## config.mk

```make
export PLATFORM = sky130hd
export DESIGN_NAME = logic_op_arbiter
export DESIGN_NICKNAME = d
export VERILOG_FILES = /design/src/rtl/logic_arb_pkg.sv /design/src/rtl/and_64bit.sv /design/src/rtl/logic_unit_64.sv /design/src/rtl/or_64bit.sv /design/src/rtl/xor_64bit.sv /design/src/rtl/logic_op_arbiter.sv
export SDC_FILE = /design/constraint.sdc
export NUM_CORES = 1
export LEC_CHECK = 0
export CORE_AREA = 2 2 159 161
export DETAILED_ROUTE_END_ITERATION = 10
export DIE_AREA = 0 0 161 163
export PLACE_DENSITY_LB_ADDON = 0.15
export SYNTH_ARGS = -nofsm -noshare
export SYNTH_HDL_FRONTEND = slang
export SYNTH_SLANG_ARGS = --single-unit
export TNS_END_PERCENT = 100
```

## constraint.sdc

```tcl
create_clock -name clk -period 1.75 [get_ports clk]
set_input_delay 0.175 -clock clk [delete_from_list [all_inputs] [get_ports clk]]
set_output_delay 0.175 -clock clk [all_outputs]
set_load 0.01 [all_outputs]
```

## src/rtl/logic_arb_pkg.sv

```systemverilog
// logic_arb_pkg: shared op encodings, FSM states and datapath width for logic_op_arbiter.
`default_nettype none

package logic_arb_pkg;

  localparam int DATA_W = 64;

  localparam logic [1:0] OP_AND  = 2'b00;
  localparam logic [1:0] OP_OR   = 2'b01;
  localparam logic [1:0] OP_XOR  = 2'b10;
  localparam logic [1:0] OP_RSVD = 2'b11;

  typedef enum logic [1:0] {
    IDLE = 2'd0,
    EXEC = 2'd1,
    RESP = 2'd2
  } state_t;

endpackage

`default_nettype wire

```

## src/rtl/and_64bit.sv

```systemverilog
// and_64bit: 64 independent two-input AND gates.
`default_nettype none

module and_64bit (
  input  logic [63:0] a,
  input  logic [63:0] b,
  output logic [63:0] y
);

  for (genvar i = 0; i < 64; i++) begin : g_bit
    and u_gate (y[i], a[i], b[i]);
  end

endmodule

`default_nettype wire

```

## src/rtl/logic_unit_64.sv

```systemverilog
// logic_unit_64: combinational AND/OR/XOR unit built from the gate-level 64-bit cells; reserved op yields 0.
`default_nettype none

module logic_unit_64
  import logic_arb_pkg::*;
(
  input  logic [DATA_W-1:0] a,
  input  logic [DATA_W-1:0] b,
  input  logic [1:0]        op,
  output logic [DATA_W-1:0] y
);

  logic [DATA_W-1:0] and_y;
  logic [DATA_W-1:0] or_y;
  logic [DATA_W-1:0] xor_y;

  and_64bit u_and (.a(a), .b(b), .y(and_y));
  or_64bit  u_or  (.a(a), .b(b), .y(or_y));
  xor_64bit u_xor (.a(a), .b(b), .y(xor_y));

  always_comb begin
    y = '0;
    case (op)
      OP_AND:  y = and_y;
      OP_OR:   y = or_y;
      OP_XOR:  y = xor_y;
      default: y = '0;
    endcase
  end

endmodule

`default_nettype wire

```

## src/rtl/or_64bit.sv

```systemverilog
// or_64bit: 64 independent two-input OR gates.
`default_nettype none

module or_64bit (
  input  logic [63:0] a,
  input  logic [63:0] b,
  output logic [63:0] y
);

  for (genvar i = 0; i < 64; i++) begin : g_bit
    or u_gate (y[i], a[i], b[i]);
  end

endmodule

`default_nettype wire

```

## src/rtl/xor_64bit.sv

```systemverilog
// xor_64bit: 64 independent two-input XOR gates.
`default_nettype none

module xor_64bit (
  input  logic [63:0] a,
  input  logic [63:0] b,
  output logic [63:0] y
);

  for (genvar i = 0; i < 64; i++) begin : g_bit
    xor u_gate (y[i], a[i], b[i]);
  end

endmodule

`default_nettype wire

```

## src/rtl/logic_op_arbiter.sv

```systemverilog
// logic_op_arbiter: round-robin sharing of one 64-bit logic unit among NUM_REQ requesters.
// Optional macro LOGIC_ARB_ERR_EN adds the rsp_err output flagging the reserved op.
`default_nettype none

module logic_op_arbiter
  import logic_arb_pkg::*;
#(
  parameter int NUM_REQ = 2,
  parameter int ID_W    = (NUM_REQ > 1) ? $clog2(NUM_REQ) : 1
) (
  input  logic                      clk,
  input  logic                      reset,
  input  logic [NUM_REQ-1:0]        req_valid,
  output logic [NUM_REQ-1:0]        req_ready,
  input  logic [NUM_REQ*DATA_W-1:0] req_a,
  input  logic [NUM_REQ*DATA_W-1:0] req_b,
  input  logic [NUM_REQ*2-1:0]      req_op,
  output logic                      rsp_valid,
  input  logic                      rsp_ready,
  output logic [DATA_W-1:0]         rsp_data,
  output logic [ID_W-1:0]           rsp_id,
`ifdef LOGIC_ARB_ERR_EN
  output logic                      rsp_err,
`endif
  output logic                      busy
);

  state_t            state;
  state_t            state_nxt;
  logic [ID_W-1:0]   rr_ptr;
  logic [ID_W-1:0]   grant;
  logic [ID_W-1:0]   pick;
  logic              found;
  logic [DATA_W-1:0] a_q;
  logic [DATA_W-1:0] b_q;
  logic [1:0]        op_q;
  logic [DATA_W-1:0] unit_y;

  logic [DATA_W-1:0] a_arr  [NUM_REQ];
  logic [DATA_W-1:0] b_arr  [NUM_REQ];
  logic [1:0]        op_arr [NUM_REQ];

  for (genvar i = 0; i < NUM_REQ; i++) begin : g_unpack
    assign a_arr[i]  = req_a[i*DATA_W +: DATA_W];
    assign b_arr[i]  = req_b[i*DATA_W +: DATA_W];
    assign op_arr[i] = req_op[i*2 +: 2];
  end

  // First valid requester at or above rr_ptr, wrapping modulo NUM_REQ.
  always_comb begin
    logic [ID_W-1:0] idx;
    idx   = '0;
    found = 1'b0;
    pick  = '0;
    for (int k = 0; k < NUM_REQ; k++) begin
      idx = ID_W'((int'(rr_ptr) + k) % NUM_REQ);
      if (!found && req_valid[idx]) begin
        found = 1'b1;
        pick  = idx;
      end
    end
  end

  always_comb begin
    state_nxt = state;
    req_ready = '0;
    case (state)
      IDLE: begin
        if (found && !reset) begin
          req_ready[pick] = 1'b1;
          state_nxt       = EXEC;
        end
      end
      EXEC:    state_nxt = RESP;
      RESP:    if (rsp_ready) state_nxt = IDLE;
      default: state_nxt = IDLE;
    endcase
  end

  logic_unit_64 u_unit (
    .a  (a_q),
    .b  (b_q),
    .op (op_q),
    .y  (unit_y)
  );

  always_ff @(posedge clk) begin
    if (reset) begin
      state    <= IDLE;
      rr_ptr   <= '0;
      grant    <= '0;
      a_q      <= '0;
      b_q      <= '0;
      op_q     <= OP_AND;
      rsp_data <= '0;
      rsp_id   <= '0;
`ifdef LOGIC_ARB_ERR_EN
      rsp_err  <= 1'b0;
`endif
    end else begin
      state <= state_nxt;
      case (state)
        IDLE: begin
          if (found) begin
            a_q   <= a_arr[pick];
            b_q   <= b_arr[pick];
            op_q  <= op_arr[pick];
            grant <= pick;
          end
        end
        EXEC: begin
          rsp_data <= unit_y;
          rsp_id   <= grant;
`ifdef LOGIC_ARB_ERR_EN
          rsp_err  <= (op_q == OP_RSVD);
`endif
        end
        RESP: begin
          // Pointer moves only when the response completes, not on accept.
          if (rsp_ready) begin
            rr_ptr <= (grant == ID_W'(NUM_REQ - 1)) ? '0 : grant + ID_W'(1);
          end
        end
        default: ;
      endcase
    end
  end

  assign rsp_valid = (state == RESP);
  assign busy      = (state == EXEC) || (state == RESP);

endmodule

`default_nettype wire
```

# [Yosys cells after proc, flatten, opt, wreduce, memory -nomap -nowiden]
# Cells that the tools add are included.
[word_totals] ff_bits=199 inputBits=265 out_inout_bits=69 wordCells=251
[op_classes] addsub=2 n_lt_le_gt_ge=5 eq_ne=6 muxes=26 bitwise=193 reduce_logical=11
[ops] cell="two-way mux 64 bit" n=6
[ops] cell="one-hot mux 64 bit (3 select lines)" n=1
[ops] cell="AND 1 bit" n=64
[ops] cell="OR 1 bit" n=64
[ops] cell="XOR 1 bit" n=64
[ops] cell="two-way mux 2 bit" n=7
[ops] cell="two-way mux 1 bit" n=10
[ops] cell="< comparator 1 x 2 -> 1 bit (second input constant)" n=3
[ops] cell="one-hot mux 2 bit (3 select lines)" n=1
[ops] cell="AND reduction 2 bit" n=3
[ops] cell="equality test 2 x 1 -> 1 bit (second input constant)" n=2
[ops] cell="equality test 2 bit (second input constant)" n=2
[ops] cell="zero test 2 bit" n=2
[ops] cell="logical AND 1 bit" n=3
[ops] cell="adder 1 bit (second input constant)" n=2
[ops] cell="greater-or-equal comparator 2 bit (second input constant)" n=1
[ops] cell="zero test 1 bit" n=2
[ops] cell="!= test 2 x 1 -> 1 bit (second input constant)" n=1
[ops] cell="!= test 2 bit (second input constant)" n=1
[ops] cell="inverter 1 -> 2 bit" n=1
[ops] cell="demux 1 bit (select 1 bit)" n=1
[ops] cell="greater-or-equal comparator 1 bit (second input constant)" n=1
[ops] cell="logical OR 1 bit" n=1

# [Logic depth before layout (Yosys ltp)]
[depth] word_depth=12 depth_mapped=7 ltp_nobuf=5

# [Modules after synthesis]
# From an unflattened synthesis, not the netlist that was laid out.
[unflattened] cells_unflattened=1335 area_unflattened_um2=11130.7
[modules_own_cells] mod="logic_op_arbiter" n_inst=1 cells_each=993 area_per_inst_um2=8358.0 seq_area_each_um2=3983.8
[modules_own_cells] mod="logic_unit_64" n_inst=1 cells_each=150 area_per_inst_um2=1411.4 seq_area_each_um2=0.0
[modules_own_cells] mod="xor_64bit" n_inst=1 cells_each=64 area_per_inst_um2=560.5 seq_area_each_um2=0.0
[modules_own_cells] mod="and_64bit" n_inst=1 cells_each=64 area_per_inst_um2=400.4 seq_area_each_um2=0.0
[modules_own_cells] mod="or_64bit" n_inst=1 cells_each=64 area_per_inst_um2=400.4 seq_area_each_um2=0.0

# [Worst setup path before layout]
# Ideal clock, no wire load.
[synth_path] path_kind="register -> register" from="register state[0]" to="register a_q[27]" setup_time_ns=0.087 arrival_ns=1.398 required_ns=1.663 setup_slack_ns=0.266 stages_incl_launch_ff=8 n_path_buf=2 period_less_slack_ns=1.484 path_cell_list="dfxtp_1 > inv_1 > ha_1 > o21ai_4 > buf_4 > buf_2 > a31oi_1 > a221oi_2"
[synth_via] elab_chain_cells=2
[synth_rtl] item="from (decl)" line="logic_op_arbiter.sv:28" text="state_t state;"
[synth_rtl] item="from (signal assigned)" line="logic_op_arbiter.sv:101" text="state <= state_nxt;"
[synth_rtl] item="zero test 2 bit" line="logic_op_arbiter.sv:102" text="case (state)"
[synth_rtl] item="AND reduction 2 bit (no line)"
[synth_rtl] item="to (signal assigned)" line="logic_op_arbiter.sv:105" text="a_q <= a_arr[pick];"
[synth_rtl] item="to (decl)" line="logic_op_arbiter.sv:34" text="logic [DATA_W-1:0] a_q;"
# No other way between the ends.
# A chain may end at the register's enable or synchronous reset.

# [Worst setup path after layout]
[layout_path] from="register state[1]" to="register b_q[33]"
[layout_via] elab_chain_cells=2
[layout_rtl] item="zero test 2 bit" line="logic_op_arbiter.sv:102"
[layout_rtl] item="AND reduction 2 bit (no line)"
[layout_rtl] item="to (signal assigned)" line="logic_op_arbiter.sv:106" text="b_q <= b_arr[pick];"
[layout_rtl] item="to (decl)" line="logic_op_arbiter.sv:35" text="logic [DATA_W-1:0] b_q;"
# No other way between the ends.

==> reports/qor.csv <==
metric,value,unit
status,"finished, final reports clean",
cells on worst reg2reg path,9,
Final Skew,0.0123,ns
final period utilization,96.4,%
dpl cells,1922,
Slew headroom,27.6,%
drt total wl,36.8,mm
Async SR Flop Fraction,0,%
largest net degree at the start of global routing,196,
commonest cells in the netlist,"199 x dfxtp_1, 132 x ha_1, 132 x inv_1",
DR vias/cell,5.85,
clock root buffer,clkbuf_16,
post-route design area,16600,um2
DR vias,11500,
first-pass GRT wire length,57.7,mm
number of synthesized flops with an enable pin,0,
WP data required,2.09,ns
share of layout cells above drive strength 1,11.4,%
"area leader, netlist",dfxtp_1,
critical path type,flip-flop to flip-flop,
synth warn,0,
R2R Path End,b_q[33],
post-layout worst setup margin,0.0633,ns
Port Buffers,333,
met3 usage,5.58,%
clock sinks,199,
worst skew pair latency,0.44,ns
#FFs+latches synth,199,
CP Launch Type,flip-flop,
Rows,58,
1st-pass router iterations,5,
Die Area,26200,um2
"Power, Total",15.4,mW
post-synth net total,1753,
Mapped Cells,1356,
PD cells,927,nW/um2
Syn Area/Cell,8.79,um2
post-placement cell area,15800,um2
worst reg2reg path startpoint,state[1],
Clock Tree Buf Depth,2,
vias in the first global route,11200,
top post-synthesis cells by area,"dfxtp_1 33%, ha_1 14%, a221oi_2 8.9%",
H-tree levels,4,
All-Layer GR Usage,27.2,%
I/O pins,334,
initial antenna violation count,2,
Finished Core Util,67.2,%
GR Overflow Total,0,
die height,163,um
Worst EP arrival,2.02,ns
Slew Limit Fails,0,
"Seq/Total Area, Yosys",33.4,%
routed wire length per instance,18.7,um
met1 global-route usage,34.0,%
most numerous cell in the Yosys netlist,dfxtp_1,
worst slew pin tran,1.09,ns
die width,161,um
Tmin final,1.69,ns
synthesized area,11900,um2
Layout Cells excl Fill,1966,
critical-path maximum fanout,8,
Final setup viols,0,
fmax,593,MHz
Final ANT Viol Nets,0,
"Hold Vio Cnt, Final",0,
Placement Setup Slack,-0.269,ns
peak supply drop,512,uV
routability cong.,0.825,
worst hold path depth,4,
Hold Path Class,input pin to flip-flop,
worst hold endpoint,state[0],
share of the synthesized area in the top cell type,33.4,%
Crit. End Element,flip-flop,
Detailed Route Iter0 Violations,731,
Layout Nets,2019,
MaxCap Viol Count,0,
placed wire-length estimate,23.9,mm
GR Util met2,46.5,%
# DRC,0,
Initial Utilization,48.3,%
Static Leak,6.28,nW
CTS Buf Count,17,
Netlist cell types,30,
CTS tree,yes,
global route hottest layer,met2,
Worst Min Path Start,reset,
total core area,24700,um2
Area growth syn-to-layout,39.1,%
predominant post-synthesis flop cell,dfxtp_1,
flop2flop setup slack,0.06,ns
"Reg clk slew, reported paths",0.07,ns
[logic make-up (layout without fill, tap and decap cells)]
logic type	count (synthesis)	in the layout	synth area share, %
AOI/OAI and AO/OA	527	527	35.4
adders and majority gates	132	132	13.9
buffers and inverters	283	561	9.96
DFF	199	199	33.4
muxes	3	3	0.252
other	0	2	0
and+or+nand+nor	212	212	7.08
[layout by cell type, fill, tap and decap left out, drive strengths merged]
cell type and count:
o21ai 134, bufbuf 3, diode 2, inv 137, nand2 68, a211o 57
nand2b 15, a221oi 128, clkinvlp 2, a311oi 64, mux2i 3, nor2 125
buf 63, o211a 1, and2b 1, clkinv 6, a211oi 1, ha 132
a32oi 1, clkdlybuf4s50 327, nor3 1, clkbuf 21, a31oi 130, a21oi 3
nor2b 2, dlygate4sd2 2, o21a 1, a21o 7, dfxtp 199
[how the worst max path moves through the flow]
| stage | startpoint | endpoint | slack [ns] | cells past startpoint |
|---|---|---|---|---|
| finish | state[1] | b_q[33] | 0.06 | 9 |
| global route | state[1] | a_q[57] | -0.02 | 8 |
| CTS | state[1] | req_ready[0] | -0.07 | 5 |
| detailed placement | req_valid[0] | b_q[24] | -0.27 | 7 |
| global placement | req_valid[0] | req_ready[0] | -0.15 | 4 |
| floorplan | state[0] | a_q[27] | 0.27 | 7 |
[sequential cells by signal, summed over array words and instances (netlist names)]
name	cells
a_q	64
b_q	64
grant	1
op_q	2
rr_ptr	1
rsp_data	64
rsp_id	1
state	2
[where the power goes]
group / switching, mW / total [mW] / leakage [nW] / internal, mW
sequential: 0.402 / 5.64 / 1.65 / 5.24
combinational: 2.96 / 5.92 / 4.37 / 2.95
clock: 1.90 / 3.81 / 0.267 / 1.91
[area by class of cell]
class,instances,area [um2]
clock inverters,12,113
multi-input cells,874,6810
diodes,2,5.00
inverters,133,500
clock buffers,19,443
fillers,2038,8100
well taps,330,413
flip-flops and latches,199,3990
repair buffers,397,4290
[worst max-delay path, cell delays in order, from the launching register on]
cell and delay, ns:
dfxtp_2 0.34, inv_2 0.08, ha_4 0.14, buf_6 0.11, o21ai_4 0.09, buf_12 0.14, buf_16 0.14, clkbuf_16 0.15
buf_4 0.14, a221oi_2 0.27
[layer usage]
layer  share of wire, %  vias up
li1                   -     5530
met1                 43     5497
met2                 47      415
met3                7.2       65
met4                2.9        0
met5                  0        -
[what timing repair did]
action	4_1_cts	5_1_grt
pin swaps	3	4
resized for setup	13	13
endpoints found under the setup margin	13	68
buffers inserted	3	3
gates cloned	4	1
hold buffers	0	0
[per-stage QoR]
stage | setup TNS [ns] | hold slack [ns]
2_1_floorplan | 0 | 0.330
6_report | 0 | 0.153
5_1_grt | -0.0350 | 0.165
3_3_place_gp | -13.56 | 0.468
4_1_cts | -0.364 | 0.137
3_5_place_dp | -17.10 | 0.475
(Power assumes the default switching activity.)
